## src/rtl/multicycle_ctrl_fsm.sv

```systemverilog
// Multi-cycle ARM control unit: registered main FSM plus combinational datapath
// control, extended ALU decode, memory-ready handshake and illegal-op detection.
module multicycle_ctrl_fsm #(
  parameter bit EXT_OPS = 1'b1,
  parameter bit MEM_HS  = 1'b1
) (
  input  logic       clk,
  input  logic       reset,
  input  logic [1:0] Op,
  input  logic [5:0] Funct,
  input  logic [3:0] Rd,
  input  logic       mem_ready,
  output logic       NextPC,
  output logic       IRWrite,
  output logic       AdrSrc,
  output logic [1:0] ResultSrc,
  output logic       ALUSrcA,
  output logic [1:0] ALUSrcB,
  output logic [1:0] ImmSrc,
  output logic [1:0] RegSrc,
  output logic       RegW,
  output logic       MemW,
  output logic       Branch,
  output logic       PCS,
  output logic [2:0] ALUCtrl,
  output logic [1:0] FlagW,
  output logic       NoWrite,
  output logic       illegal,
  output logic [3:0] state
);

  typedef enum logic [3:0] {
    S_FETCH  = 4'd0,
    S_DECODE = 4'd1,
    S_MEMADR = 4'd2,
    S_MEMRD  = 4'd3,
    S_MEMWB  = 4'd4,
    S_MEMWR  = 4'd5,
    S_EXECR  = 4'd6,
    S_EXECI  = 4'd7,
    S_ALUWB  = 4'd8,
    S_BRANCH = 4'd9
  } state_t;

  state_t state_q, state_d;

  logic       hs_ok;
  logic [2:0] dec_alu;
  logic [1:0] dec_flag;
  logic       dec_nowrite;
  logic       dp_legal;

  logic       next_pc_c, ir_write_c, reg_w_c, mem_w_c, branch_c;

  assign hs_ok = MEM_HS ? mem_ready : 1'b1;

  always_ff @(posedge clk) begin
    if (reset) state_q <= S_FETCH;
    else       state_q <= state_d;
  end

  // ALU decode keyed on cmd = Funct[4:1], S = Funct[0]; also flags undefined DP cmds
  always_comb begin
    dec_alu     = 3'b000;
    dec_flag    = 2'b00;
    dec_nowrite = 1'b0;
    dp_legal    = 1'b1;
    case (Funct[4:1])
      4'b0100: begin dec_alu = 3'b000; dec_flag = Funct[0] ? 2'b11 : 2'b00; end
      4'b0010: begin dec_alu = 3'b001; dec_flag = Funct[0] ? 2'b11 : 2'b00; end
      4'b0000: begin dec_alu = 3'b010; dec_flag = Funct[0] ? 2'b10 : 2'b00; end
      4'b1100: begin dec_alu = 3'b011; dec_flag = Funct[0] ? 2'b10 : 2'b00; end
      4'b1010: begin dec_alu = 3'b001; dec_flag = 2'b11; dec_nowrite = 1'b1; end
      4'b0001: begin
        if (EXT_OPS) begin dec_alu = 3'b100; dec_flag = Funct[0] ? 2'b10 : 2'b00; end
        else dp_legal = 1'b0;
      end
      4'b1011: begin
        if (EXT_OPS) begin dec_alu = 3'b000; dec_flag = 2'b11; dec_nowrite = 1'b1; end
        else dp_legal = 1'b0;
      end
      4'b1000: begin
        if (EXT_OPS) begin dec_alu = 3'b010; dec_flag = 2'b10; dec_nowrite = 1'b1; end
        else dp_legal = 1'b0;
      end
      4'b1101: begin
        if (EXT_OPS) begin dec_alu = 3'b101; dec_flag = Funct[0] ? 2'b10 : 2'b00; end
        else dp_legal = 1'b0;
      end
      default: dp_legal = 1'b0;
    endcase
  end

  always_comb begin
    state_d    = S_FETCH;
    next_pc_c  = 1'b0;
    ir_write_c = 1'b0;
    reg_w_c    = 1'b0;
    mem_w_c    = 1'b0;
    branch_c   = 1'b0;
    AdrSrc     = 1'b0;
    ResultSrc  = 2'b00;
    ALUSrcA    = 1'b0;
    ALUSrcB    = 2'b00;
    ImmSrc     = 2'b00;
    RegSrc     = 2'b00;
    ALUCtrl    = 3'b000;
    FlagW      = 2'b00;
    NoWrite    = 1'b0;
    illegal    = 1'b0;
    case (state_q)
      S_FETCH: begin
        ALUSrcA    = 1'b1;
        ALUSrcB    = 2'b10;
        ResultSrc  = 2'b10;
        next_pc_c  = hs_ok;
        ir_write_c = hs_ok;
        state_d    = hs_ok ? S_DECODE : S_FETCH;
      end
      S_DECODE: begin
        ALUSrcA   = 1'b1;
        ALUSrcB   = 2'b10;
        ResultSrc = 2'b10;
        ImmSrc    = (Op == 2'b01) ? 2'b01 : ((Op == 2'b10) ? 2'b10 : 2'b00);
        RegSrc    = {Op == 2'b01, Op == 2'b10};
        case (Op)
          2'b01:   state_d = S_MEMADR;
          2'b10:   state_d = S_BRANCH;
          2'b00: begin
            if (dp_legal) state_d = Funct[5] ? S_EXECI : S_EXECR;
            else begin state_d = S_FETCH; illegal = 1'b1; end
          end
          default: begin state_d = S_FETCH; illegal = 1'b1; end
        endcase
      end
      S_MEMADR: begin
        ALUSrcB = 2'b01;
        ImmSrc  = 2'b01;
        state_d = Funct[0] ? S_MEMRD : S_MEMWR;
      end
      S_MEMRD: begin
        AdrSrc  = 1'b1;
        state_d = hs_ok ? S_MEMWB : S_MEMRD;
      end
      S_MEMWB: begin
        ResultSrc = 2'b01;
        reg_w_c   = 1'b1;
      end
      S_MEMWR: begin
        AdrSrc  = 1'b1;
        RegSrc  = 2'b10;
        mem_w_c = 1'b1;
        state_d = hs_ok ? S_FETCH : S_MEMWR;
      end
      S_EXECR, S_EXECI: begin
        ALUSrcB = (state_q == S_EXECI) ? 2'b01 : 2'b00;
        ALUCtrl = dec_alu;
        FlagW   = dec_flag;
        NoWrite = dec_nowrite;
        state_d = S_ALUWB;
      end
      S_ALUWB: begin
        ALUCtrl = dec_alu;
        FlagW   = dec_flag;
        NoWrite = dec_nowrite;
        reg_w_c = ~dec_nowrite;
      end
      S_BRANCH: begin
        ALUSrcB   = 2'b01;
        ImmSrc    = 2'b10;
        RegSrc    = 2'b01;
        ResultSrc = 2'b10;
        branch_c  = 1'b1;
      end
      default: state_d = S_FETCH;
    endcase
  end

  // A reset cycle aborts the instruction, so no architectural write may escape
  assign NextPC  = next_pc_c  & ~reset;
  assign IRWrite = ir_write_c & ~reset;
  assign RegW    = reg_w_c    & ~reset;
  assign MemW    = mem_w_c    & ~reset;
  assign Branch  = branch_c   & ~reset;
  assign PCS     = ((Rd == 4'hF) & RegW) | Branch;
  assign state   = state_q;

endmodule
```

## config.mk

```make
export PLATFORM = sky130hd
export DESIGN_NAME = multicycle_ctrl_fsm
export DESIGN_NICKNAME = d
export VERILOG_FILES = /design/src/rtl/multicycle_ctrl_fsm.sv
export SDC_FILE = /design/constraint.sdc
export NUM_CORES = 1
export LEC_CHECK = 0
export BUFFER_PORTS_ARGS = -buffer_cell sky130_fd_sc_hd__buf_2
export CAP_MARGIN = 20
export CORE_MARGIN = 2
export CORE_UTILIZATION = 46
export DETAILED_ROUTE_END_ITERATION = 10
export PLACE_DENSITY = 0.95
export SYNTH_ARGS = -nofsm -noshare
export SYNTH_HDL_FRONTEND = slang
export SYNTH_SLANG_ARGS = --single-unit
```

## constraint.sdc

```tcl
create_clock -name clk -period 2.97 [get_ports clk]
set_input_delay 0.594 -clock clk [delete_from_list [all_inputs] [get_ports clk]]
set_output_delay 0.594 -clock clk [all_outputs]
set_load 0.01 [all_outputs]
```

==> flow_metrics.py <==
metrics = {
    "layout": {
        "syn2layout_area_growth_pct": 27.6,
        "antenna_cells_inserted": 0,
        "layout_nets": 165,
        "drive_above_1_share": 0.333,
        "stdcell_area_um2": 890,
        "largest_register_ff_count": 4,
    },
    "global_routing": {
        "grt_pass1_vias": 739,
        "grt_start_max_net_pins": 19,
        "grt_pass1_wl_um": 3100,
        "gr-total-overflow": 0,
        "initial_antenna_violation_count": 0,
        "gr-usage-all-layers": 0.213,
    },
    "floorplanning": {
        "dieArea_um2": 1840,
        "start_util": 0.479,
        "chipHeight_um": 42.9,
        "fp.dieW_um": 42.9,
        "floorplan.core_area_um2": 1450,
        "fp-row-count": 14,
        "design.portCount": 42,
    },
    "timing": {
        "timing.final.crit_period_ns": 2.43,
        "timing.slew.headroom": 0.596,
        "fmaxAchievable_ghz": 0.411,
        "setup_repair_after_global_routing_missed_its_margin": "false",
        "report.final.slew_viol_count": 0,
        "fin_worst_skew_ns": 0.00443,
        "final.period_utilization": 0.819,
        "fin_tns_setup_ns": 0,
        "finalHoldViolations": 0,
        "finalSetupViolCount": 0,
        "worst_max_slew_pin_slew_ns": 0.606,
    },
    "setup_path": {
        "critical_path_peak_fanout": 18,
        "critPathKind": "reg2out",
        "critPathCaptureType": "primary output",
        "critPathArrivalTime_ns": 1.84,
        "worstSetupStartpointType": "register",
        "regToRegSetupSlack_ns": 1.33,
        "critPathRequiredTime_ns": 2.38,
    },
    "clock_network": {
        "cts.repair.resized": 0,
        "buffer_levels_on_the_longest_clock_path": 2,
        "cts_sinks": 4,
        "htree_levels": 1,
        "tritoncts": "yes",
        "clock_insertion_delay_worst_skew_ns": 0.24,
        "clk_pin_slew_worst_paths_ns": 0.04,
        "cts_buffers": 3,
        "post-cts-setup-buffers": 0,
        "clockRootBuffer": "sky130_fd_sc_hd__clkbuf_4",
        "hold_buffers": 0,
    },
    "yosys": {
        "netlist_top_cells_area": "sky130_fd_sc_hd__dfxtp_1 (11%), sky130_fd_sc_hd__nor3_1 (10%), sky130_fd_sc_hd__ha_1 (7.2%)",
        "most_frequent_cells_after_synthesis": "sky130_fd_sc_hd__nor3_1 (14), sky130_fd_sc_hd__nor2_1 (12), sky130_fd_sc_hd__nand2_1 (10)",
        "synth_top_cell_area_share": 0.115,
        "sequential_share_of_the_synthesized_area": 0.115,
        "synth_flop_cell": "sky130_fd_sc_hd__dfxtp_1",
        "synth_async_sr_flop_share": 0,
        "netlist_area_um2": 697,
        "postSynthAreaPerCell_um2": 6.39,
        "number_of_enable_type_register_cells_in_the_synthesized_netlist": 0,
        "synth.lib_cells_used.distinct": 37,
        "yosys_synthesis_warning_count": 0,
        "number_of_synthesized_register_bits": 4,
        "synth_top_area_cell": "sky130_fd_sc_hd__dfxtp_1",
        "syn-num-nets": 128,
        "synthMostInstantiatedCell": "sky130_fd_sc_hd__nor3_1",
        "netlist_instances": 109,
    },
    "placed_design": {
        "port-buffer-count": 41,
        "placed_area_um2": 867,
        "gpl.final_weighted_congestion": 0.843,
        "place_hpwl_um": 1460,
    },
    "drt": {
        "detail_route.first_pass.iterations": 4,
        "routed-via-count": 917,
        "post_drt_wl_per_cell_um": 12.0,
        "ant_nets": 0,
        "drt-total-wl_um": 1930,
        "drc_errors": 0,
        "drt-vias-per-instance": 5.73,
        "detailedRoute.firstIterationViolations": 34,
    },
    "pwr": {
        "power.leakage_uw": 0.000429,
        "totalPowerFinal_uw": 219,
        "switching_power_uw": 80.9,
        "power.internal_uw": 138,
        "p_comb_frac": 0.387,
        "netSwitchingFraction": 0.370,
        "power-per-cell-area_nw_per_um2": 246,
        "power.share.clock": 0.313,
        "power.sequential.fraction": 0.300,
        "worst_ir_drop_vdd_mv": 0.196,
    },
    "flow_run": {
        "timing.max_cap.violations": 0,
    },
    "outcome": {
        "run_status": "finished, final reports clean",
    },
    "hold_path": {
        "min_path_type": "in2reg",
    },
}
## stage by stage
step                      setup WS, ns  hold WS (ns)  utilization  cells
after floorplan                  0.890         0.670            -    109
after global placement           0.814         0.715        0.596    157
after detailed placement         0.786         0.736        0.596    157
after CTS                        0.556         0.635        0.612    160
after global routing             0.388         0.664        0.612    160
final                            0.537         0.643        0.612    160
## path summary, 6_finish.rpt
kind                                           from  cells after the start                  end
worst max-delay path            state[1]$_SDFF_PP0_                      4           ALUCtrl[1]
worst max register to register  state[1]$_SDFF_PP0_                      4  state[2]$_SDFF_PP0_
worst min register to register  state[1]$_SDFF_PP0_                      2  state[1]$_SDFF_PP0_
worst min-delay path                       Funct[5]                      3  state[0]$_SDFF_PP0_
## layer usage
layer,global-route usage,share of wire
met5,0,0
met4,0.0625,0.0036
met3,0.0426,0.082
met2,0.339,0.45
met1,0.286,0.46
## critical path: stages, from the launching register on
cell                      delay [ns]
sky130_fd_sc_hd__dfxtp_1        0.70
sky130_fd_sc_hd__nor2b_1        0.25
sky130_fd_sc_hd__a22oi_1        0.20
sky130_fd_sc_hd__nor4_1         0.27
sky130_fd_sc_hd__buf_2          0.17
## layout make-up
cell class                      instances  area (µm²)
Clock buffer                            3        22.5
Inverter                                7        26.3
Multi-Input combinational cell         89         536
Tap cell                               16        20.0
Sequential cell                         4        80.1
Fill cell                             146         564
Timing Repair Buffer                   41         205
## cells in the final DEF, fill, tap and decap left out, types with 2 or more instances in the layout
cell type,netlist,layout
sky130_fd_sc_hd__xnor2_1,2,2
sky130_fd_sc_hd__nor3_1,14,14
sky130_fd_sc_hd__nand2b_1,4,4
sky130_fd_sc_hd__o21ai_1,2,2
sky130_fd_sc_hd__a21oi_1,4,4
sky130_fd_sc_hd__nand2_1,10,10
sky130_fd_sc_hd__o21ai_0,5,5
sky130_fd_sc_hd__buf_2,5,41
sky130_fd_sc_hd__dfxtp_1,4,4
sky130_fd_sc_hd__ha_1,4,4
sky130_fd_sc_hd__inv_1,7,7
sky130_fd_sc_hd__and3_1,3,3
sky130_fd_sc_hd__a211oi_1,3,3
sky130_fd_sc_hd__or3_1,3,3
sky130_fd_sc_hd__nor2_1,12,12
sky130_fd_sc_hd__nor2b_1,5,5
sky130_fd_sc_hd__clkbuf_4,0,3
## power by group through the flow
| stage | Combinational, µW | Clock, µW | Sequential (µW) |
|---|---|---|---|
| 3_3_place_gp | 81.2 | 0 | 65.6 |
| 5_1_grt | 94.6 | 73.8 | 66.2 |
| 6_report | 84.6 | 68.4 | 65.5 |
| 3_5_place_dp | 84.0 | 0 | 66.1 |
| 4_1_cts | 84.4 | 71.0 | 65.2 |
| 2_1_floorplan | 60.4 | 0 | 60.5 |
## logic make-up (layout without fill, tap and decap cells)
logic type               count (synthesis)  after routing  share of synthesized area
XOR/XNOR                                 2              2                     0.0251
buffers and inverters                   16             51                      0.117
AO/OA/AOI/OAI                           25             25                      0.248
flip-flops                               4              4                      0.115
adder cells (fa/ha/maj)                  4              4                     0.0718
AND/OR/NAND/NOR                         58             58                      0.424
No activity file was read; power rests on OpenSTA's default activity.
